`src/rtl/register_file_param.sv`:
```
// Parameterised 2-read/1-write register file with registered reads and a sequenced clear FSM.
// Optional write-through forwarding is enabled by defining REGFILE_BYPASS_EN.
module register_file_param #(
  parameter int W       = 16,
  parameter int AW      = 4,
  parameter int R0_ZERO = 0
) (
  input  logic          clk,
  input  logic          reset_asynchronous_n,
  input  logic          write_enable,
  input  logic [AW-1:0] inp_write_address0,
  input  logic [W-1:0]  inp_write_data,
  input  logic [AW-1:0] inp_read_address0,
  input  logic [AW-1:0] inp_read_address1,
  input  logic          clear_start,
  output logic [W-1:0]  out_read_data0,
  output logic [W-1:0]  out_read_data1,
  output logic          out_clear_busy,
  output logic          out_clear_done
);

  localparam int DEPTH = 2 ** AW;

  localparam logic [1:0] ST_IDLE  = 2'd0;
  localparam logic [1:0] ST_CLEAR = 2'd1;
  localparam logic [1:0] ST_DONE  = 2'd2;

  logic [1:0]    state_reg, state_next;
  // One bit wider than the address so the index can reach DEPTH without wrapping.
  logic [AW:0]   clear_idx_reg, clear_idx_next;
  logic [W-1:0]  mem_reg [DEPTH];
  logic          wr_accept;
  logic          clearing;
  logic [AW-1:0] rd_addr [2];

  assign clearing  = (state_reg == ST_CLEAR);
  assign wr_accept = write_enable && (state_reg == ST_IDLE) &&
                     !((R0_ZERO != 0) && (inp_write_address0 == '0));

  always_comb begin
    state_next     = state_reg;
    clear_idx_next = clear_idx_reg;
    case (state_reg)
      ST_IDLE: begin
        if (clear_start) begin
          state_next     = ST_CLEAR;
          clear_idx_next = '0;
        end
      end
      ST_CLEAR: begin
        clear_idx_next = clear_idx_reg + 1'b1;
        if (clear_idx_reg == (AW+1)'(DEPTH - 1)) begin
          state_next = ST_DONE;
        end
      end
      ST_DONE: state_next = ST_IDLE;
      default: state_next = ST_IDLE;
    endcase
  end

  always_ff @(posedge clk or negedge reset_asynchronous_n) begin
    if (!reset_asynchronous_n) begin
      state_reg     <= ST_IDLE;
      clear_idx_reg <= '0;
    end else begin
      state_reg     <= state_next;
      clear_idx_reg <= clear_idx_next;
    end
  end

  // Register 0 is never written when R0_ZERO is set, so it holds its reset value of zero.
  always_ff @(posedge clk or negedge reset_asynchronous_n) begin
    if (!reset_asynchronous_n) begin
      for (int i = 0; i < DEPTH; i++) begin
        mem_reg[i] <= '0;
      end
    end else if (clearing) begin
      mem_reg[clear_idx_reg[AW-1:0]] <= '0;
    end else if (wr_accept) begin
      mem_reg[inp_write_address0] <= inp_write_data;
    end
  end

  assign rd_addr[0] = inp_read_address0;
  assign rd_addr[1] = inp_read_address1;

  genvar gi;
  generate
    for (gi = 0; gi < 2; gi++) begin : g_rd
      logic         fwd;
      logic [W-1:0] data_reg;
`ifdef REGFILE_BYPASS_EN
      assign fwd = wr_accept && (rd_addr[gi] == inp_write_address0);
`else
      assign fwd = 1'b0;
`endif
      always_ff @(posedge clk or negedge reset_asynchronous_n) begin
        if (!reset_asynchronous_n) begin
          data_reg <= '0;
        end else begin
          data_reg <= fwd ? inp_write_data : mem_reg[rd_addr[gi]];
        end
      end
    end
  endgenerate

  assign out_read_data0 = g_rd[0].data_reg;
  assign out_read_data1 = g_rd[1].data_reg;
  assign out_clear_busy = (state_reg == ST_CLEAR) || (state_reg == ST_DONE);
  assign out_clear_done = (state_reg == ST_DONE);

endmodule

```
`config.mk`:
```
export PLATFORM = sky130hd
export DESIGN_NAME = register_file_param
export DESIGN_NICKNAME = d
export VERILOG_FILES = /design/src/rtl/register_file_param.sv
export SDC_FILE = /design/constraint.sdc
export NUM_CORES = 1
export LEC_CHECK = 0
export ABC_AREA = 1
export BUFFER_PORTS_ARGS = -buffer_cell sky130_fd_sc_hd__buf_2
export CORE_AREA = 2 2 219 221
export DETAILED_ROUTE_END_ITERATION = 8
export DIE_AREA = 0 0 221 223
export PLACE_DENSITY = 0.55
export SYNTH_ARGS = -nofsm -noshare
export SYNTH_HDL_FRONTEND = slang
export SYNTH_SLANG_ARGS = --single-unit
```
`constraint.sdc`:
```
create_clock -name clk -period 1.94 [get_ports clk]
set_clock_uncertainty 0.2 [all_clocks]
set_input_delay 0.291 -clock clk [delete_from_list [all_inputs] [get_ports clk]]
set_output_delay 0.291 -clock clk [all_outputs]
set_load 0.01 [all_outputs]
```
==> flow_summary.toml, run 1 <==
[critical_path]
regToRegStartpoint = "state_reg[0]$_DFFE_PN0P_"
rrSetupSlack_ps = 50
path_max_fanout = 2
critical-path-slowest-cell = "dfrtp_1"
cp.arrival_ps = 1430
cp_cell_sequence = "inv_2, ha_2, buf_6"
timing_worst_setup_path_type = "reg -> out"
timing.critical_path.from = "state_reg[0]$_DFFE_PN0P_"
reg2regPathDepth = 7
critPathLaunchType = "flop"
worstPathRequired_ps = 1450
r2r-end = "mem_reg[118]$_DFFE_PN0P_"
endpoint_kind = "output port"
cpPeakStageDelay_ps = 390

[floorplan]
top_level_ports = 66
design.die.area_sq_um = 49300
initial_core_utilization = 0.346
total_number_of_placement_rows = 80
die_height_microns = 223
floorplan.core_area_sq_um = 47100
floorplan.die.width_microns = 221

[layout]
syn2layout_area_growth_pct = 18.3
antenna_cells = 0
layout-drive-gt1-share = 0.120
finalInstanceArea_sq_um = 19300
final_net_count = 2290
largest_register_ff_count = 256

[global_routing]
grt_pass1_wl_microns = 96200
global_route_total_overflow = 0
grt_max_degree = 63
initial_antenna_violation_count = 0
grt.total_usage = 0.253
grt_pass1_vias = 15500

[timing]
worstMarginPinSlew_ps = 608
maxSlewViolCount = 0
final.min_clock_period_ps = 1920
hold_violations = 0
setup_repair_after_global_routing_missed_its_margin = "yes"
final-setup-viol-count = 0
worst_slew_margin_rel = 0.594
max_freq_mhz = 521
final_min_period_over_clock_period = 0.989

[detailed_routing]
routed_via_density = 5.50
antenna_viol_nets_final = 0
drt-initial-drc-count = 1739
drc = 0
routed-via-count = 15900
routedWlPerCell_microns = 21.5
wirelength_microns = 62000
first_pass_iters = 7

[place]
port_buffers = 65
place_hpwl_microns = 40000
routabilityCongestion = 0.875
place_area_sq_um = 17900

[logic_synthesis]
synth_area_per_cell_sq_um = 7.44
seq_area_frac_synth = 0.452
post_synth_inst_count = 2194
synth-warning-count = 0
syn-num-nets = 2237
synth_area_sq_um = 16300
ys_ff_latch = 295
ys_types = 24

[min_path]
hold_end = "clear_idx_reg[1]$_DFFE_PN0P_"
hold_path.startpoint = "clear_start"
worst_hold_path.num_cells = 5
worstHoldPathType = "in -> reg"

[cts]
cts.root.buffer_cell = "clkbuf_16"
cts-htree-levels = 2
cts_made_buffers = 37
tritoncts = "yes"
cts_sinks = 295
clk_pin_slew_ps = 60
max-clock-path-buffers = 3
insertion_delay_ps = 560

[power]
fin_total_pwr_mw = 22.3
power.density_cell_area_nw_per_um2 = 1150
ir_worst_vdd_mv = 0.612
cellLeakagePower_nw = 9.95

[job]
number_of_max_cap_violations = 0

[status]
status = "complete, no violations"
==> cells in the final DEF, fill, tap and decap left out, types with 32 or more instances in the layout <==
cell type	netlist	final
dfrtp_1	295	295
o22ai_1	157	157
clkbuf_16	0	39
buf_4	11	44
inv_1	299	295
buf_12	0	44
nand3_1	490	490
o21ai_0	51	51
o21ai_1	32	32
nand2_1	622	622
buf_2	59	60
==> how the worst max path moves through the flow <==
| stage | cells after the start | to |
|---|---|---|
| after detailed placement | 9 | mem_reg[94]$_DFFE_PN0P_ |
| after CTS | 3 | out_clear_busy |
| after floorplan | 9 | mem_reg[255]$_DFFE_PN0P_ |
| after global routing | 3 | out_clear_busy |
| after global placement | 8 | mem_reg[245]$_DFFE_PN0P_ |
| final | 3 | out_clear_busy |
==> repair_timing <==
| action | in CTS | in global routing |
|---|---|---|
| setup buffers | 0 | 0 |
| setup endpoints to repair | 2 | 169 |
| hold buffers | 17 | 0 |
| endpoints found under the hold margin | 343 | 0 |
| resized for setup | 3 | 9 |
==> cell type report <==
class                   instances  area [sq um]
multi-input cells            1438          7060
well taps                     615           769
fillers                      4767         27800
inverters                     305          1150
clock inverters                 9           101
clock buffers                  55          1110
flip-flops and latches        295          7380
repair buffers                170          1740
==> where the power goes <==
group / internal [mW] / total [mW] / leakage [nW] / switching, mW
Combinational: 2.39 / 7.01 / 5.39 / 4.62
Clock: 4.20 / 6.99 / 0.594 / 2.79
Sequential: 7.79 / 8.30 / 3.97 / 0.515
Total: 14.4 / 22.3 / 9.95 / 7.93
==> through the flow <==
stage / utilization / TNS [ps] / instances / setup slack, ps / hold WS (ps)
global route: 0.410 / -97.3 / 2887 / -27.4 / 68.0
detailed placement: 0.379 / 0 / 2806 / 22.1 / 31.7
finish: 0.410 / 0 / 2887 / 22.0 / 12.3
CTS: 0.409 / -32.7 / 2887 / -32.7 / 1.61
floorplan: - / 0 / 2194 / 104 / -205
global placement: 0.379 / 0 / 2806 / 51.3 / 22.6
==> Yosys cell counts <==
cell / count / area, sq um
nand3_1: 490 / 2450
o21ai_1: 32 / 160
inv_2: 5 / 18.8
nand3_2: 5 / 50.1
o22ai_2: 20 / 250
o22ai_1: 157 / 982
buf_2: 59 / 295
nor2_8: 2 / 40.0
ha_1: 11 / 138
buf_6: 9 / 101
nand2_1: 622 / 2330
dfrtp_1: 295 / 7380
nor2_1: 16 / 60.1
nand2_4: 12 / 135
nand2_2: 9 / 56.3
nor3_1: 1 / 5.00
inv_4: 1 / 6.26
clkbuf_1: 54 / 203
nand3_4: 5 / 87.6
a21oi_1: 5 / 25.0
inv_1: 299 / 1120
buf_4: 11 / 82.6
o21ai_0: 51 / 255
buf_1: 23 / 86.3
==> routing by layer <==
metal,vias to the layer above,global-route usage,share of wire
li1,7248,-,-
met1,7693,0.350,0.42
met2,786,0.387,0.45
met3,155,0.0470,0.088
met4,0,0.108,0.042
met5,-,0,0
==> kinds of logic after synthesis <==
family          Yosys count  synth area share
simple gates           1162             0.320
buf+inv                 461             0.117
flops                   295             0.452
compound gates          265             0.102
fa+ha+maj                11           0.00843
==> worst max-delay path, delay by kind of cell (launching register included) <==
family	cells	cell delay [ps]
adders and majority gates	1	280
DFF	1	390
buffers and inverters	2	190
Power figures use the tool's default switching activity.
==> inputs of run 2 (changes only) <==
Settings changed: PLACE_DENSITY 0.55 to 0.53.
Clock period 1.94 ns to 2.4 ns, I/O delays scaled along.
==> run 2 against run 1 <==
Compared with the run above:
- first-iteration DRC count is 15% higher
- non-clock buffer count is 19 lower
- worst setup slack better by 240 ps
- sequential cell count stayed put
- die area stayed put
- utilization is 0.90 points lower
- combinational power is 22% lower
- sequential power is 19% lower
- count of clock-buffer cells in the layout is 3 lower
- final area is 2.2% lower
- total power is 19% lower
==> flow_summary.toml, run 2 (synthesis gave the netlist of run 1 again) <==
[layout]
layout-drive-gt1-share = 0.111
antenna_cells = 0
mostFrequentLayoutCell = "nand2_1"
utilization_after_layout = 0.401
syn2layout_area_growth_pct = 15.7
layout.filler_cells = 4816
largest_register_ff_count = 256
mostFrequentLayoutCells = "nand2_1, nand3_1, inv_1"
final_net_count = 2270

[min_path]
hold_end = "clear_idx_reg[1]$_DFFE_PN0P_"
worst_hold_path.num_cells = 5
worstHoldPathType = "in -> reg"
hold_path.startpoint = "clear_start"

[cts]
cts.hold.buffers_added = 17
max-clock-path-buffers = 3
post-cts-setup-buffers = 0
cts-htree-levels = 2
gates_resized_cts_repair = 0
cts_made_buffers = 36
cts_sinks = 295
insertion_delay_ps = 550
cts.root.buffer_cell = "clkbuf_16"
clk_pin_slew_ps = 60
tritoncts = "yes"

[timing]
worst_slew_margin_rel = 0.493
final_min_period_over_clock_period = 0.892
final.min_clock_period_ps = 2140
max_freq_mhz = 467
worstMarginPinSlew_ps = 760
setup_total_negative_slack_ps = 0
hold_violations = 0
maxSlewViolCount = 0
final-setup-viol-count = 0
setup_repair_after_global_routing_missed_its_margin = "no"

[critical_path]
cp.arrival_ps = 2330
path_max_fanout = 16
worstPathRequired_ps = 2590
endpoint_kind = "flop"
reg2regPathDepth = 8
timing_worst_setup_path_type = "reg -> reg"
rrSetupSlack_ps = 260
regToRegStartpoint = "state_reg[1]$_DFFE_PN0P_"
r2r-end = "mem_reg[160]$_DFFE_PN0P_"
critPathLaunchType = "flop"

[global_routing]
grt_max_degree = 81
grt.total_usage = 0.265
grt_pass1_vias = 15700
global_route_total_overflow = 0
initial_antenna_violation_count = 0
grt_pass1_wl_microns = 99400

[detailed_routing]
routed-via-count = 16100
drt-initial-drc-count = 1993
first_pass_iters = 7
routed_via_density = 5.62
drc = 0
wirelength_microns = 65500
antenna_viol_nets_final = 0
routedWlPerCell_microns = 22.9

[floorplan]
top_level_ports = 66
floorplan.die.width_microns = 221
design.die.area_sq_um = 49300
total_number_of_placement_rows = 80
die_height_microns = 223
floorplan.core_area_sq_um = 47100
initial_core_utilization = 0.346

[power]
power.combinational.fraction = 0.303
cellLeakagePower_nw = 9.79
power.density_cell_area_nw_per_um2 = 954
switching_share = 0.354
seqPwrFrac = 0.372
cell_internal_power_dissipation_mw = 11.6
pwr-share-clk = 0.325
power_switching_mw = 6.39
ir_worst_vdd_mv = 0.480

[place]
routabilityCongestion = 0.897
place_hpwl_microns = 39900
port_buffers = 65

[status]
status = "complete, no violations"

[job]
number_of_max_cap_violations = 0
run 2: changes by cell type in the layout (fill, tap and decap cells not counted), moves of 2 or more:
cell       before  now
buf_12         44   23
buf_2          60   62
buf_4          44   48
buf_6           4    0
bufinv_16       2    5
clkbuf_1        9    7
clkbuf_16      39   37
ha_1            9   11
inv_1         295  297
nand2_4        10   12
nand2_8         2    0
run 2: area by class of cell:
cell class	instances	area, sq um	area share
clock buffers	52	1060	0.0562
multi-input cells	1438	7030	0.372
repair buffers	151	1320	0.0697
inverters	305	1150	0.0610
clock inverters	11	180	0.00954
flip-flops and latches	295	7380	0.391
well taps	615	769	0.0407
run 2: metrics by stage:
stage,std cells,instance area [sq um],setup WS [ps],total power [mW],hold slack [ps]
floorplan,2194,16300,564,10.4,-136
global placement,2787,17500,346,12.0,167
detailed placement,2787,17500,269,12.1,172
CTS,2867,18900,262,18.0,26.3
global route,2867,18900,150,19.1,75.0
finish,2867,18900,259,18.0,46.7
run 2: worst max-delay path by stage:
stage / slack (ps) / depth (start not counted) / to / startpoint
global placement: 350 / 7 / mem_reg[173]$_DFFE_PN0P_ / state_reg[0]$_DFFE_PN0P_
CTS: 260 / 7 / mem_reg[160]$_DFFE_PN0P_ / state_reg[0]$_DFFE_PN0P_
floorplan: 560 / 9 / mem_reg[255]$_DFFE_PN0P_ / state_reg[1]$_DFFE_PN0P_
global route: 150 / 7 / mem_reg[160]$_DFFE_PN0P_ / state_reg[0]$_DFFE_PN0P_
detailed placement: 270 / 7 / mem_reg[160]$_DFFE_PN0P_ / state_reg[0]$_DFFE_PN0P_
finish: 260 / 8 / mem_reg[160]$_DFFE_PN0P_ / state_reg[1]$_DFFE_PN0P_
run 2: power groups by stage:
stage          registers, mW  clock network (mW)  logic (mW)
4_1_cts                 6.71                5.93        5.41
5_1_grt                 6.84                6.12        6.11
3_5_place_dp            6.79                   0        5.36
3_3_place_gp            6.76                   0        5.26
6_report                6.70                5.86        5.46
2_1_floorplan           6.74                   0        3.69
run 2: worst max-delay path: stages, from the launching register on:
cell	delay (ps)
dfrtp_1	370
inv_1	90
ha_1	230
inv_4	110
nand3_4	130
nor2_8	170
nand2_4	60
nand2_2	450
o22ai_1	160
run 2: routing by layer:
layer	track usage	up-vias	wire, microns
li1	-	7206	-
met2	0.392	928	28000
met4	0.114	0	2730
met3	0.0551	176	6520
met1	0.374	7804	28200
met5	0	-	0
